===== src/rtl/bus_if_pkg.sv =====
// Shared constants and types for the per-stage memory access unit.
package bus_if_pkg;

  // Address / data geometry
  localparam int unsigned ADDR_W     = 30;
  localparam int unsigned DATA_W     = 32;
  localparam int unsigned REGION_MSB = 29;
  localparam int unsigned REGION_LSB = 27;
  localparam int unsigned REGION_W   = REGION_MSB - REGION_LSB + 1;

  // Scratchpad region select and scratchpad word-address width
  localparam logic [REGION_W-1:0] BUS_IF_SPM_REGION = 3'b011;
  localparam int unsigned         BUS_IF_SPM_ADDR_W = 12;

  // Direction and strobe polarities
  localparam logic READ     = 1'b1;
  localparam logic WRITE    = 1'b0;
  localparam logic ENABLE_  = 1'b0;
  localparam logic DISABLE_ = 1'b1;

  // FSM encodings
  localparam logic [1:0] BUS_IF_STATE_IDLE   = 2'd0;
  localparam logic [1:0] BUS_IF_STATE_REQ    = 2'd1;
  localparam logic [1:0] BUS_IF_STATE_ACCESS = 2'd2;
  localparam logic [1:0] BUS_IF_STATE_STALL  = 2'd3;

  typedef enum logic [1:0] {
    StIdle   = BUS_IF_STATE_IDLE,
    StReq    = BUS_IF_STATE_REQ,
    StAccess = BUS_IF_STATE_ACCESS,
    StStall  = BUS_IF_STATE_STALL
  } bus_if_state_e;

  // True when the word address falls in the scratchpad region
  function automatic logic is_spm_addr(input logic [ADDR_W-1:0]   addr,
                                       input logic [REGION_W-1:0] region);
    return addr[REGION_MSB:REGION_LSB] == region;
  endfunction

endpackage


===== src/rtl/bus_if.sv =====
// Per-stage memory access unit: scratchpad accesses are passed straight through,
// everything else goes to the shared bus via a request/grant/ready handshake.
module bus_if
  import bus_if_pkg::*;
#(
  parameter logic [REGION_W-1:0] SPM_REGION = BUS_IF_SPM_REGION,
  parameter int unsigned         SPM_ADDR_W = BUS_IF_SPM_ADDR_W
) (
  input  logic                  clk,
  input  logic                  reset_,
  // pipeline control
  input  logic                  stall,
  input  logic                  flush,
  output logic                  busy,
  // stage side
  input  logic [ADDR_W-1:0]     addr,
  input  logic                  as_,
  input  logic                  rw,
  input  logic [DATA_W-1:0]     wr_data,
  output logic [DATA_W-1:0]     rd_data,
  // scratchpad port
  input  logic [DATA_W-1:0]     spm_rd_data,
  output logic [SPM_ADDR_W-1:0] spm_addr,
  output logic                  spm_as_,
  output logic                  spm_rw,
  output logic [DATA_W-1:0]     spm_wr_data,
  // shared bus
  input  logic [DATA_W-1:0]     bus_rd_data,
  input  logic                  bus_rdy_,
  input  logic                  bus_grnt_,
  output logic                  bus_req_,
  output logic [ADDR_W-1:0]     bus_addr,
  output logic                  bus_as_,
  output logic                  bus_rw,
  output logic [DATA_W-1:0]     bus_wr_data
);

  bus_if_state_e     r_state;
  logic              r_bus_req_;
  logic              r_bus_as_;
  logic              r_bus_rw;
  logic [ADDR_W-1:0] r_bus_addr;
  logic [DATA_W-1:0] r_bus_wr_data;
  logic [DATA_W-1:0] r_rd_buf;

  logic w_is_spm;
  logic w_strobe;
  logic w_accept;

  assign w_is_spm = is_spm_addr(addr, SPM_REGION);
  // flush only blocks new accesses; it never touches one already on the bus
  assign w_strobe = (r_state == StIdle) && (as_ == ENABLE_) && !flush;
  assign w_accept = w_strobe && !w_is_spm;

  // Scratchpad path: address, direction and data follow the stage directly
  assign spm_addr    = addr[SPM_ADDR_W-1:0];
  assign spm_rw      = rw;
  assign spm_wr_data = wr_data;
  assign spm_as_     = (w_strobe && w_is_spm) ? ENABLE_ : DISABLE_;

  assign bus_req_    = r_bus_req_;
  assign bus_as_     = r_bus_as_;
  assign bus_rw      = r_bus_rw;
  assign bus_addr    = r_bus_addr;
  assign bus_wr_data = r_bus_wr_data;

  // Bus handshake FSM with registered bus-side outputs
  always_ff @(posedge clk) begin
    if (!reset_) begin
      r_state       <= StIdle;
      r_bus_req_    <= DISABLE_;
      r_bus_as_     <= DISABLE_;
      r_bus_rw      <= READ;
      r_bus_addr    <= '0;
      r_bus_wr_data <= '0;
      r_rd_buf      <= '0;
    end else begin
      case (r_state)
        StIdle: begin
          if (w_accept) begin
            r_bus_addr    <= addr;
            r_bus_rw      <= rw;
            r_bus_wr_data <= wr_data;
            r_bus_req_    <= ENABLE_;
            r_state       <= StReq;
          end
        end
        StReq: begin
          // ready is deliberately ignored here; it only counts once the strobe has gone out
          if (bus_grnt_ == ENABLE_) begin
            r_bus_as_ <= ENABLE_;
            r_state   <= StAccess;
          end
        end
        StAccess: begin
          r_bus_as_ <= DISABLE_;
          if (bus_rdy_ == ENABLE_) begin
            // writes leave zero behind so a stalled write reports rd_data=0
            r_rd_buf   <= (r_bus_rw == READ) ? bus_rd_data : '0;
            r_bus_req_ <= DISABLE_;
            r_state    <= stall ? StStall : StIdle;
          end
        end
        StStall: begin
          if (!stall) begin
            r_state <= StIdle;
          end
        end
        default: r_state <= StIdle;
      endcase
    end
  end

  // Stage-facing busy and read-data mux
  always_comb begin
    busy    = 1'b0;
    rd_data = '0;
    case (r_state)
      StIdle: begin
        if (w_accept) begin
          busy = 1'b1;
        end else if (w_is_spm) begin
          rd_data = spm_rd_data;
        end
      end
      StReq: begin
        busy = 1'b1;
      end
      StAccess: begin
        if (bus_rdy_ == ENABLE_) begin
          rd_data = (r_bus_rw == READ) ? bus_rd_data : '0;
        end else begin
          busy = 1'b1;
        end
      end
      StStall: begin
        rd_data = r_rd_buf;
      end
      default: ;
    endcase
  end

endmodule


===== config.mk =====
export PLATFORM = sky130hd
export DESIGN_NAME = bus_if
export DESIGN_NICKNAME = d
export VERILOG_FILES = /design/src/rtl/bus_if_pkg.sv /design/src/rtl/bus_if.sv
export SDC_FILE = /design/constraint.sdc
export NUM_CORES = 1
export LEC_CHECK = 0
export BUFFER_PORTS_ARGS = -buffer_cell sky130_fd_sc_hd__buf_4
export CAP_MARGIN = 20
export CORE_UTILIZATION = 44
export DETAILED_ROUTE_END_ITERATION = 10
export PLACE_DENSITY_LB_ADDON = 0.1
export SYNTH_ARGS = -nofsm -noshare
export SYNTH_HDL_FRONTEND = slang
export SYNTH_SLANG_ARGS = --single-unit

===== constraint.sdc =====
create_clock -name clk -period 1.8 [get_ports clk]
set_input_delay 0.36 -clock clk [delete_from_list [all_inputs] [get_ports clk]]
set_output_delay 0.36 -clock clk [all_outputs]
set_load 0.05 [all_outputs]

After elaboration in Yosys (flattened, before gate mapping)

Cells that the tools add are included.

Flip-flop bits (word level): 99
Latch bits: 0
Memory bits (writable): 0
ROM bits: 0
Logic and storage cells: 51
Memories kept: 0

Add/sub/neg operators: 0
Multiply operators: 0
Div/mod/pow operators: 0
Order comparisons: 0
Equal/unequal tests: 8
Shift operators: 0
Multiplexer cells: 20
Bitwise logic cells: 2
Reduce and logical (&&, ||, !) cells: 14

Operator list:

| cell               | count |
|---|---|
| $mux 32            | 4 |
| $pmux 32 s3        | 1 |
| $mux 2             | 5 |
| $ne 2x2->1 const B | 4 |
| $pmux 2 s4         | 1 |
| $mux 1             | 6 |
| $reduce_and 2->1   | 3 |
| $eq 2x2->1 const B | 2 |
| $logic_and 1x1->1  | 4 |
| $pmux 1 s2         | 2 |
| $reduce_and 4->1   | 1 |
| $reduce_bool 2->1  | 2 |
| $eq 3x2->1 const B | 1 |
| $pmux 1 s3         | 1 |
| $reduce_and 3->1   | 1 |
| $eq 2x1->1 const B | 1 |
| $logic_not 1->1    | 2 |
| $logic_not 2->1    | 1 |
| $not 1->1          | 2 |

Longest topological paths before layout

Gate-level depths: netlist of run 1.

Depth after elaboration: 6
Mapped depth: 6

Worst setup path after synthesis of run 1

OpenSTA, ideal clock, no wires.

Path kind: register to output
Start: register r_bus_rw (netlist: bus_rw)
End: output port rd_data[0]
Data arrival time: 1984 ps
Data required time: 1440 ps
Path slack: -544 ps
Stages on the path, launching flop included: 5
Path buffers: 2
Cells stage by stage: dfxtp_1 -> nor4bb_1 -> clkbuf_1 -> clkbuf_1 -> a221o_1

Longest elaborated chain between the ends: 3

RTL lines:

| element                | RTL line      | RTL |
|---|---|---|
| from (decl)            | bus_if.sv:41  | `logic r_bus_rw;` |
| from (signal assigned) | bus_if.sv:82  | `r_bus_rw <= rw;` |
| $mux 32                | bus_if.sv:131 | `rd_data = (r_bus_rw == READ) ? bus_rd_data : '0;` |
| $mux 32                | bus_if.sv:130 | `if (bus_rdy_ == ENABLE_) begin` |
| $pmux 32 s3            | bus_if.sv:118 | `case (r_state)` |
| to (decl)              | bus_if.sv:20  | `output logic [DATA_W-1:0] rd_data,` |

Every way passes these cells.

Final worst setup path of run 1

Start: register r_state[1]
End: output port rd_data[5]

Longest elaborated chain between the ends: 6
Elaborated cells between the ends (all ways): 8
Classes of those cells: 2 x eq/ne; 2 x mux; 4 x reduce/logical

RTL lines:

| element                        | RTL line                    | RTL |
|---|---|---|
| from (decl)                    | bus_if.sv:38                | `bus_if_state_e r_state;` |
| from (signal assigned)         | bus_if.sv:70                | `r_state <= StIdle;` |
| from (signal assigned)         | bus_if.sv:85                | `r_state <= StReq;` |
| from (signal assigned)         | bus_if.sv:92                | `r_state <= StAccess;` |
| $logic_not 2->1                | bus_if.sv:52, bus_if.sv:118 |  |
| $logic_and 1x1->1 (2 in a row) | bus_if.sv:52                | `assign w_strobe = (r_state == StIdle) && (as_ == ENABLE_) && !flush;` |
| $logic_and 1x1->1              | bus_if.sv:53                | `assign w_accept = w_strobe && !w_is_spm;` |
| $mux 32                        | bus_if.sv:120               | `if (w_accept) begin` |
| $pmux 32 s3 *                  | bus_if.sv:118               |  |

Every way passes the cells marked *; elsewhere a longest branch is shown, timed or not.

==> results.md, run 1 <==
* Post-DR wirelength/cell at 16.05 µm
* CP Capture Type: output port
* Flops & latches, synth at 99
* PnR Total Power at 0.005642 W
* Die H at 107.1 µm
* Initial core utilization at 46.21%
* Syn avg cell area at 9.076 µm²
* Vias in the first global route at 4491
* Worst-path clk slew at 0.10 ns
* Die ar. at 0.01146 mm²
* Fin crit period at 2.085 ns
* Maximum clock frequency at 479.6 MHz
* Setup ws final at -0.2849 ns
* Initial DRC count at 200
* Slew HR at 71.86%
* Port-buffer cells at 277
* CTS H-tree lvls at 3
* Worst setup SP type: flop
* Hold path depth at 3
* Routed via count at 4796
* WHS Endpoint: bus_addr[18]
* Core Area at 0.01051 mm²
* EDFF count, synth at 0
* Gate Count Post-Synth at 535
* Tcrit/Tclk final at 115.8%
* Worst slack, placed at -0.06677 ns
* Status: finished with violations
* R2r worst-path depth at 11
* Fin cells at 934
* Post-synth top area cell: dfxtp_1
* Register area share after synthesis at 40.81%
* I/O Pins at 278
* CTS tree: done
* Syn_nets at 669
* Slew @ Worst Pin at 0.4169 ns
* Clock sink count at 99
* Post-layout util at 74.49%
* Post-synth top flop: dfxtp_1
* Ranking of synthesized cells by area: dfxtp_1, mux2i_1, nand2_1, buf_4, a221o_1
* Netlist Area Pre-Place at 0.004856 mm²
* DP Wirelength at 10.03 mm
* Synth cell count leaders: nand2_1, dfxtp_1, mux2i_1
* CP required at 1.44 ns
* GPL Wtd Cong at 0.7760
* Die Wd at 107.1 µm
* R2r setup slk at -0.15 ns
* Total power per unit cell area at 720.7 mW/mm²
* Worst-Skew Late Latency at 0.36 ns
* DRC viols at 0
* Final instance area at 0.007828 mm²
* Initial antenna violation count at 0
* FILL cells at 772
* Reg-to-Reg End: r_state[0]
* Ys Warns at 0
* Min-Delay Path Class: in -> reg
* Placed Area at 0.006868 mm²
* Worst VDD drop at 0.5043 mV
* Rows at 37
* Worst-path fanout max at 12
* Area growth, synth to finish at 61.20%
* Final Hold Vio Count at 0
* # nets final at 927
* Leak at 3.603 nW
* Post-Place Cells at 881
* Failing checks: setup timing
* Ys async rst share at 0%
* DRT Pass-1 Iters at 5
* Largest net degree at the start of global routing at 86
* Congestion Overflow GR at 0
* Max Cap Violations at 0
* Post-cts hold buffer count at 0
* Worst-case clock buffer depth at 2
* Crit path arrival time at 1.72 ns
* Top-count cell post-synth: nand2_1
* Yosys cell types at 33
* Count of final setup violators at 82
* RSZ-0062 raised after global routing: yes
* Setup CP Type: reg -> out
* Root buf cell: clkbuf_8
* Post-DRT Antenna Nets at 0
* Reg2reg start: r_state[1]
* Count of pins over their slew limit at 0
* First-pass GRT wire length at 21.21 mm
* Diodes inserted at 0
* WL final at 14.99 mm
* Critical hold path startpoint: addr[18]
* Num CTS Buffers at 9
* Worst Skew at 0.005472 ns
* Ratio of cells with drive above 1 in the final layout at 50.25%
* Vias per inst at 5.135
* Global Route Usage Sum at 23.42%
* Synth top area share at 40.81%
## what timing repair did
item / in CTS / in global routing
resized for setup: 46 / 42
gates cloned: 2 / 10
setup endpoints to repair: 86 / 110
buffers inserted: 14 / 13
pin swaps: 5 / 36
## per-stage QoR
stage	hold slack [ns]	TNS, ns
6_report	0.2470	-10.34
5_1_grt	0.2408	-16.15
4_1_cts	0.2276	-10.67
3_5_place_dp	0.4435	-1.870
3_3_place_gp	0.4400	-1.507
2_1_floorplan	0.4436	0
## worst max-delay path, cell delays in order (launching register included)
cell	delay (ns)
dfxtp_4	0.39
nor4bb_4	0.32
buf_6	0.19
buf_12	0.15
a221o_2	0.17
buf_8	0.15
## how the worst max path moves through the flow
stage               cells after the start     endpoint        from  slack [ns]
floorplan                               4         busy  r_state[1]        0.01
global placement                        6  rd_data[19]    addr[29]       -0.06
detailed placement                      6   rd_data[7]    addr[29]       -0.07
CTS                                     4  rd_data[24]      bus_rw       -0.30
global route                            5   rd_data[5]  r_state[1]       -0.36
finish                                  5   rd_data[5]  r_state[1]       -0.28
## kinds of logic (layout without fill, tap and decap cells)
group	Yosys count	after routing	synth area share [%]
buffers and inverters	94	356	13.06
AND/OR/NAND/NOR	203	204	20.23
flip-flops	99	99	40.81
AO/OA/AOI/OAI	80	80	13.73
multiplexers	59	59	12.16
## state kept, by name, indices dropped and copies added, names as in the netlist
name	cells
r_state	2
r_rd_buf	32
bus_wr_data	32
bus_req_	1
bus_rw	1
bus_as_	1
bus_addr	30
## layer usage
layer / track usage (%) / vias up / part of all wire (%)
met5: 0 / - / 0
met4: 7.534 / 0 / 1.1
met3: 5.410 / 13 / 7.0
met2: 43.92 / 190 / 54
met1: 25.81 / 2249 / 38
li1: - / 2344 / -
## final cells by class
class / instances / area [µm²] / area share, %
timing repair buffer: 338 / 3070 / 39.23
tap: 136 / 170.2 / 2.174
sequential: 99 / 1993 / 25.46
inverter: 2 / 7.507 / 0.09591
clock buffer: 11 / 141.4 / 1.806
clock inverter: 5 / 52.55 / 0.6714
multi-input combinational: 343 / 2392 / 30.56
## where the power goes
group | leakage [nW] | switching [W] | internal (W)
Sequential | 0.806 | 0.0000589 | 0.00229
Combinational | 2.70 | 0.00108 | 0.000783
Clock | 0.0991 | 0.000756 | 0.000675
## layout by cell type, fill, tap and decap left out, drive strengths merged, types with 5 or more instances in the layout
cell | synthesis | layout
nand3 | 5 | 5
nor2b | 32 | 32
mux2i | 59 | 59
buf | 53 | 331
and3 | 30 | 30
a221o | 30 | 30
dfxtp | 99 | 99
o21ai | 5 | 5
a22oi | 31 | 31
nand2 | 123 | 123
clkbuf | 39 | 18
(Power assumes the default switching activity.)
==> run 2, diff against run 1 <==
--- a/config.mk
+++ b/config.mk
@@ -5,11 +5,14 @@
 export SDC_FILE = /design/constraint.sdc
 export NUM_CORES = 1
 export LEC_CHECK = 0
+export ABC_AREA = 1
 export BUFFER_PORTS_ARGS = -buffer_cell sky130_fd_sc_hd__buf_4
 export CAP_MARGIN = 20
-export CORE_UTILIZATION = 44
+export CORE_AREA = 2 2 107 109
 export DETAILED_ROUTE_END_ITERATION = 10
+export DIE_AREA = 0 0 109 111
 export PLACE_DENSITY_LB_ADDON = 0.1
 export SYNTH_ARGS = -nofsm -noshare
 export SYNTH_HDL_FRONTEND = slang
 export SYNTH_SLANG_ARGS = --single-unit
+export TNS_END_PERCENT = 50
==> results.md, run 2 <==
* Status: finished with violations
* Failing checks: setup timing
* Post-DRT Antenna Nets at 0 (unchanged)
* Slowest CP cell: dfxtp_4
* Crit path arrival time at 1.69 ns (-0.03 ns)
* Minimum hold slack at 0.2449 ns (-0.002130 ns)
* CTS H-tree lvls at 3 (unchanged)
* Count of pins over their slew limit at 0 (unchanged)
* Routed via count at 4694 (-2.1%)
* CTS tree: done
* Slew HR at 78.02% (+6.2 points)
* DP Wirelength at 10.10 mm (+0.73%)
* Post-synth top flop: dfxtp_1
* Synth cell count leaders: nor2_1, dfxtp_1, nand2_1
* CP required at 1.44 ns (about the same)
* Worst-path fanout max at 9 (-3)
* DRT Pass-1 Iters at 5 (unchanged)
* First-pass GRT wire length at 21.34 mm (+0.62%)
* Gate Count Post-Synth at 580 (+8.4%)
* Yosys cell types at 21 (-36%)
* Count of final setup violators at 33 (-60%)
* Syn avg cell area at 7.524 µm² (-17%)
* Crit. Startpoint: r_state[1]
* Synth top area share at 45.41% (+4.6 points)
* Worst setup SP type: flop
* Die Wd at 109 µm (+1.8%)
* GPL Wtd Cong at 0.8377 (+8.0%)
* Fin Setup TNS at -7.347 ns (+2.993 ns)
* Sequential Power Share at 29.9% (-12 points)
* Worst-path clk slew at 0.07 ns (-0.03 ns)
* FILL cells at 956 (+24%)
* Initial core utilization at 39.40% (-6.8 points)
* Fin crit period at 2.053 ns (-0.03218 ns)
* Ys async rst share at 0% (unchanged)
* DRC viols at 0 (unchanged)
* Vias in the first global route at 4473 (-0.40%)
* Worst-Skew Late Latency at 0.33 ns (-0.03 ns)
* Ranking of synthesized cells by area: dfxtp_1, nor2_1, buf_4, o21ai_1, o211ai_1
* Maximum clock frequency at 487.2 MHz (+1.6%)
* Worst VDD drop at 0.7212 mV (+43%)
* Congestion Overflow GR at 0 (unchanged)
* RSZ-0062 raised after global routing: yes
* Root buf cell: clkbuf_16
* Ratio of cells with drive above 1 in the final layout at 42.87% (-7.4 points)
* Tcrit/Tclk final at 114.0% (-1.8 points)
* Post-synth top area cell: dfxtp_1
* Comb power frac at 47.3% (+14 points)
* Die H at 111 µm (+3.7%)
* # nets final at 950 (+2.5%)
* Register area share after synthesis at 45.41% (+4.6 points)
* Cell family with most CP delay: buffers and inverters
* Core Area at 0.01108 mm² (+5.4%)
* Num CTS Buffers at 9 (unchanged)
* Initial DRC count at 246 (+23%)
* Area growth, synth to finish at 56.54%
* Most common cell on crit path: nor2_4
* Sw Ratio at 41.54% (+7.9 points)
* Initial antenna violation count at 0 (unchanged)
* Global Route Usage Sum at 22.06% (-1.4 points)
* Top-count cell post-synth: nor2_1
* Clk pwr share at 22.8% (-2.6 points)
* Ys Warns at 0 (unchanged)
* Flops & latches, synth at 99 (unchanged)
* Worst-case clock buffer depth at 2 (unchanged)
* Syn_nets at 714 (+6.7%)
* Placed Area at 0.006320 mm² (-8.0%)
* Leak at 3.246 nW (-9.9%)
* CP Capture Type: output port
* Setup CP Type: reg -> out
* Diodes inserted at 0 (unchanged)
* Reg2reg start: r_state[1]
* I/O Pins at 278 (unchanged)
* Final Hold Vio Count at 0 (unchanged)
* NetSw at 0.003798 W (+100%)
* Min-Delay Path Class: in -> reg
* Largest net degree at the start of global routing at 57 (-34%)
* Setup ws final at -0.2528 ns (+0.03218 ns)
* WL final at 13.92 mm (-7.2%)
* EDFF count, synth at 0 (unchanged)
* Clock sink count at 99 (unchanged)
* Max Cap Violations at 0 (unchanged)
* PnR Total Power at 0.009142 W (+62%)
* Die ar. at 0.01210 mm² (+5.6%)
* Rows at 39 (+5.4%)
* Commonest non-fill, non-tap cells in the layout: buf_4, nor2_1, dfxtp_1
* Slew @ Worst Pin at 0.3297 ns (-0.08715 ns)
* Crit-path cells: inv_2, nor2_4, nand2_2, nor2_4, buf_6, nand2_1, o211ai_1, buf_4
* Buf/Inv on CP at 3 (unchanged)
* Vias per inst at 4.869 (-5.2%)
* Post-DR wirelength/cell at 14.44 µm (-10%)
* Critical hold path startpoint: addr[17]
* Worst Skew at 0.006557 ns (+0.001085 ns)
* Netlist Area Pre-Place at 0.004364 mm² (-10%)
* Final instance area at 0.006832 mm² (-13%)
* Total power per unit cell area at 1338 mW/mm² (+86%)
* Crit path largest cell delay at 0.35 ns (-0.04 ns)
* Power Internal at 0.005344 W (+43%)
* Port-buffer cells at 277 (unchanged)
* Most common cell after layout, fill and taps aside: buf_4
## run 2: cell types whose count changed after synthesis, moves of 34 or more
| cell | delta |
|---|---|
| inv_1 | +38 |
| mux2i_1 | -59 |
| nand2_1 | -71 |
| nand3_1 | +34 |
| nor2_1 | +126 |
| o21ai_1 | +48 |
## run 2: cell type report
| type | count | area [µm²] | area share (%) |
|---|---|---|---|
| clock buffers | 11 | 252.7 | 3.700 |
| clock inverters | 5 | 75.07 | 1.099 |
| inverters | 44 | 165.2 | 2.418 |
| multi-input cells | 355 | 1750 | 25.62 |
| flip-flops and latches | 99 | 1991 | 29.14 |
| well taps | 143 | 178.9 | 2.619 |
| repair buffers | 307 | 2419 | 35.40 |
## run 2: worst reg2reg max path: cells and delay by family, from the launching register on
kind	cells	cell delay (ns)
buffers and inverters	3	0.44
DFF	1	0.35
and+or+nand+nor	5	0.62
## run 2: through the flow
stage	cells	worst slack, ns	util, %
after floorplan	580	-0.003966	-
after global placement	935	0.09142	57.05
after detailed placement	935	0.06296	57.05
after CTS	964	-0.2369	61.44
after global routing	964	-0.3301	61.67
final	964	-0.2528	61.67
## run 2: worst paths after layout
path | end | slack (ns) | cells past startpoint
max reg2reg | bus_wr_data[27] | 0.28 | 8
min | bus_addr[17] | 0.24 | 3
max | rd_data[0] | -0.25 | 8
min reg2reg | bus_req_ | 0.46 | 2
## run 2: logic make-up (layout without fill, tap and decap cells)
kind of cell	after synthesis	in the layout	share of synthesized area (%)
buf+inv	126	367	15.68
compound gates	130	130	17.75
simple gates	225	225	21.16
flops	99	99	45.41
## run 2: power groups by stage
stage / Sequential (W) / Clock, W / Combinational [W]
after floorplan: 0.00363 / 0 / 0.00178
after global placement: 0.00277 / 0 / 0.00384
after detailed placement: 0.00279 / 0 / 0.00387
after CTS: 0.00273 / 0.00213 / 0.00422
after global routing: 0.00277 / 0.00222 / 0.00456
final: 0.00273 / 0.00208 / 0.00433
## run 2: per-layer routing
layer	wire, µm	global-route usage (%)
met1	5373	24.52
met5	0	0
met2	7047	39.92
met4	309	8.547
met3	1186	4.997
## run 2: repair_timing
action,CTS,global route
hold buffers,0,0
buffers inserted,11,2
resized for setup,7,18
pin swaps,2,7
setup endpoints to repair,33,34
gates cloned,2,1
==> run 3, diff against run 2 <==
--- a/config.mk
+++ b/config.mk
@@ -12,6 +12,7 @@
 export DETAILED_ROUTE_END_ITERATION = 10
 export DIE_AREA = 0 0 109 111
 export PLACE_DENSITY_LB_ADDON = 0.1
+export RECOVER_POWER = 50
 export SYNTH_ARGS = -nofsm -noshare
 export SYNTH_HDL_FRONTEND = slang
 export SYNTH_SLANG_ARGS = --single-unit
==> results.md, run 3 (synthesis results as in run 2) <==
* NetSw at 0.003789 W (-0.24%)
* Tcrit/Tclk final at 114.0% (about the same)
* Initial core utilization at 39.40% (unchanged)
* Slew HR at 55.87% (-22 points)
* Final Hold Vio Count at 0 (unchanged)
* Worst-Skew Late Latency at 0.33 ns (about the same)
* Critical hold path startpoint: addr[17]
* Root buf cell: clkbuf_16
* Global Route Usage Sum at 22.06% (unchanged)
* DRC viols at 0 (unchanged)
* Fin Setup TNS at -7.327 ns (+0.01942 ns)
* Vias per inst at 4.884 (+0.30%)
* Vias in the first global route at 4473 (unchanged)
* Ratio of cells with drive above 1 in the final layout at 30.45% (-12 points)
* Setup CP Type: reg -> out
* Most used routing layer: met2
* GPL Wtd Cong at 0.8377 (unchanged)
* Max Cap Violations at 0 (unchanged)
* Congestion Overflow GR at 0 (unchanged)
* FILL cells at 1069 (+12%)
* DP Wirelength at 10.10 mm (unchanged)
* Rows at 39 (unchanged)
* R2r setup slk at 0.27 ns (about the same)
* Clk pwr share at 23.4% (+0.6 points)
* Diodes inserted at 0 (unchanged)
* Worst VDD drop at 0.7201 mV (-0.15%)
* DRT Pass-1 Iters at 5 (unchanged)
* CP Capture Type: output port
* CP required at 1.44 ns (about the same)
* Comb power frac at 45.9% (-1.4 points)
* Post-DR wirelength/cell at 14.32 µm (-0.81%)
* Hold path depth at 3 (unchanged)
* Count of pins over their slew limit at 0 (unchanged)
* Reg2reg start: r_state[1]
* PnR Total Power at 0.008897 W (-2.7%)
* Worst-path clk slew at 0.07 ns (about the same)
* Largest net degree at the start of global routing at 57 (unchanged)
* Worst Skew at 0.006779 ns (+0.0002222 ns)
* Leak at 2.850 nW (-12%)
* Worst-case clock buffer depth at 2 (unchanged)
* Count of final setup violators at 33 (unchanged)
* Final instance area at 0.006446 mm² (-5.6%)
* I/O Pins at 278 (unchanged)
* Commonest non-fill, non-tap cells in the layout: buf_4, nor2_1, clkbuf_1
* First-pass GRT wire length at 21.34 mm (unchanged)
* Slew @ Worst Pin at 0.6649 ns (+0.3351 ns)
* Maximum clock frequency at 487.3 MHz (about the same)
* Setup ws final at -0.2522 ns (+0.0005240 ns)
* Core Area at 0.01108 mm² (unchanged)
* WHS Endpoint: bus_addr[17]
* Status: finished with violations
* Grt met2 use at 39.92% (unchanged)
* Sequential Power Share at 30.6% (+0.7 points)
* Initial antenna violation count at 0 (unchanged)
* Most common cell after layout, fill and taps aside: buf_4
* R2r worst-path depth at 8 (unchanged)
* Fin crit period at 2.052 ns (-0.0005240 ns)
* Post-cts hold buffer count at 0 (unchanged)
* Sw Ratio at 42.59% (+1.0 points)
* Initial DRC count at 236 (-4.1%)
* CTS tree: done
* Crit path arrival time at 1.69 ns (about the same)
* Met1 Use GR at 24.52% (unchanged)
* CTS H-tree lvls at 3 (unchanged)
* RSZ-0062 raised after global routing: yes
* Area growth, synth to finish at 47.71%
* WL final at 13.80 mm (-0.81%)
* Num CTS Buffers at 9 (unchanged)
* Met3 Usage GRT at 4.997% (unchanged)
* Port-buffer cells at 277 (unchanged)
* Clock sink count at 99 (unchanged)
* Placed Area at 0.006320 mm² (unchanged)
* Min-Delay Path Class: in -> reg
* Die ar. at 0.01210 mm² (unchanged)
* # nets final at 950 (unchanged)
* Worst setup SP type: flop
* Failing checks: setup timing
* Die Wd at 109 µm (unchanged)
* Total power per unit cell area at 1380 mW/mm² (+3.1%)
* Die H at 111 µm (unchanged)
* Post-DRT Antenna Nets at 0 (unchanged)
* Routed via count at 4708 (+0.30%)
* Power Internal at 0.005108 W (-4.4%)
* Reg-to-Reg End: bus_wr_data[5]
* Worst-path fanout max at 9 (unchanged)
[run 3: per-layer routing]
layer  vias to the layer above  wire length, µm
li1                       2344                -
met5                         -                0
met2                       218             7061
met4                         0              277
met3                        22             1144
met1                      2124             5320
[run 3: repair_timing]
item	CTS	global route
pin swaps	2	7
gates cloned	2	1
gates resized for setup	7	18
endpoints found under the setup margin	33	34
setup buffers	11	2
[run 3: final cells by class]
class                           instances  area, µm²  share of cell area, %
Timing Repair Buffer                  307       2033                  31.54
Multi-Input combinational cell        355       1750                  27.15
Clock inverter                          5      75.07                  1.165
Sequential cell                        99       1991                  30.88
Tap cell                              143      178.9                  2.776
Inverter                               44      165.2                  2.562
Clock buffer                           11      252.7                  3.921
[run 3: worst max path at each step]
stage | start | to | slack [ns] | cells past startpoint
5_1_grt | r_state[1] | rd_data[27] | -0.33 | 8
2_1_floorplan | r_state[0] | rd_data[10] | -0.004 | 3
6_report | r_state[1] | rd_data[0] | -0.25 | 8
3_3_place_gp | bus_rdy_ | rd_data[18] | 0.09 | 8
4_1_cts | r_state[1] | rd_data[15] | -0.24 | 9
3_5_place_dp | r_state[1] | rd_data[0] | 0.06 | 8
[run 3: critical path, cell delays in order (launching register included)]
cell	delay [ns]
dfxtp_4	0.35
inv_2	0.06
nor2_4	0.11
nand2_2	0.08
nor2_4	0.16
buf_6	0.18
nand2_1	0.08
o211ai_1	0.10
buf_4	0.23
[run 3: per-stage QoR]
step,hold slack [ns],cells,util [%],worst slack (ns)
finish,0.2446,964,58.19,-0.2522
global route,0.2486,964,58.19,-0.3301
CTS,0.2376,964,61.44,-0.2369
detailed placement,0.4470,935,57.05,0.06296
global placement,0.4390,935,57.05,0.09142
floorplan,0.4552,580,-,-0.003966
[run 3: power by group through the flow]
| stage | logic (W) | clock network [W] | registers, W |
|---|---|---|---|
| 2_1_floorplan | 0.00178 | 0 | 0.00363 |
| 3_5_place_dp | 0.00387 | 0 | 0.00279 |
| 5_1_grt | 0.00432 | 0.00222 | 0.00277 |
| 3_3_place_gp | 0.00384 | 0 | 0.00277 |
| 6_report | 0.00409 | 0.00209 | 0.00273 |
| 4_1_cts | 0.00422 | 0.00213 | 0.00273 |
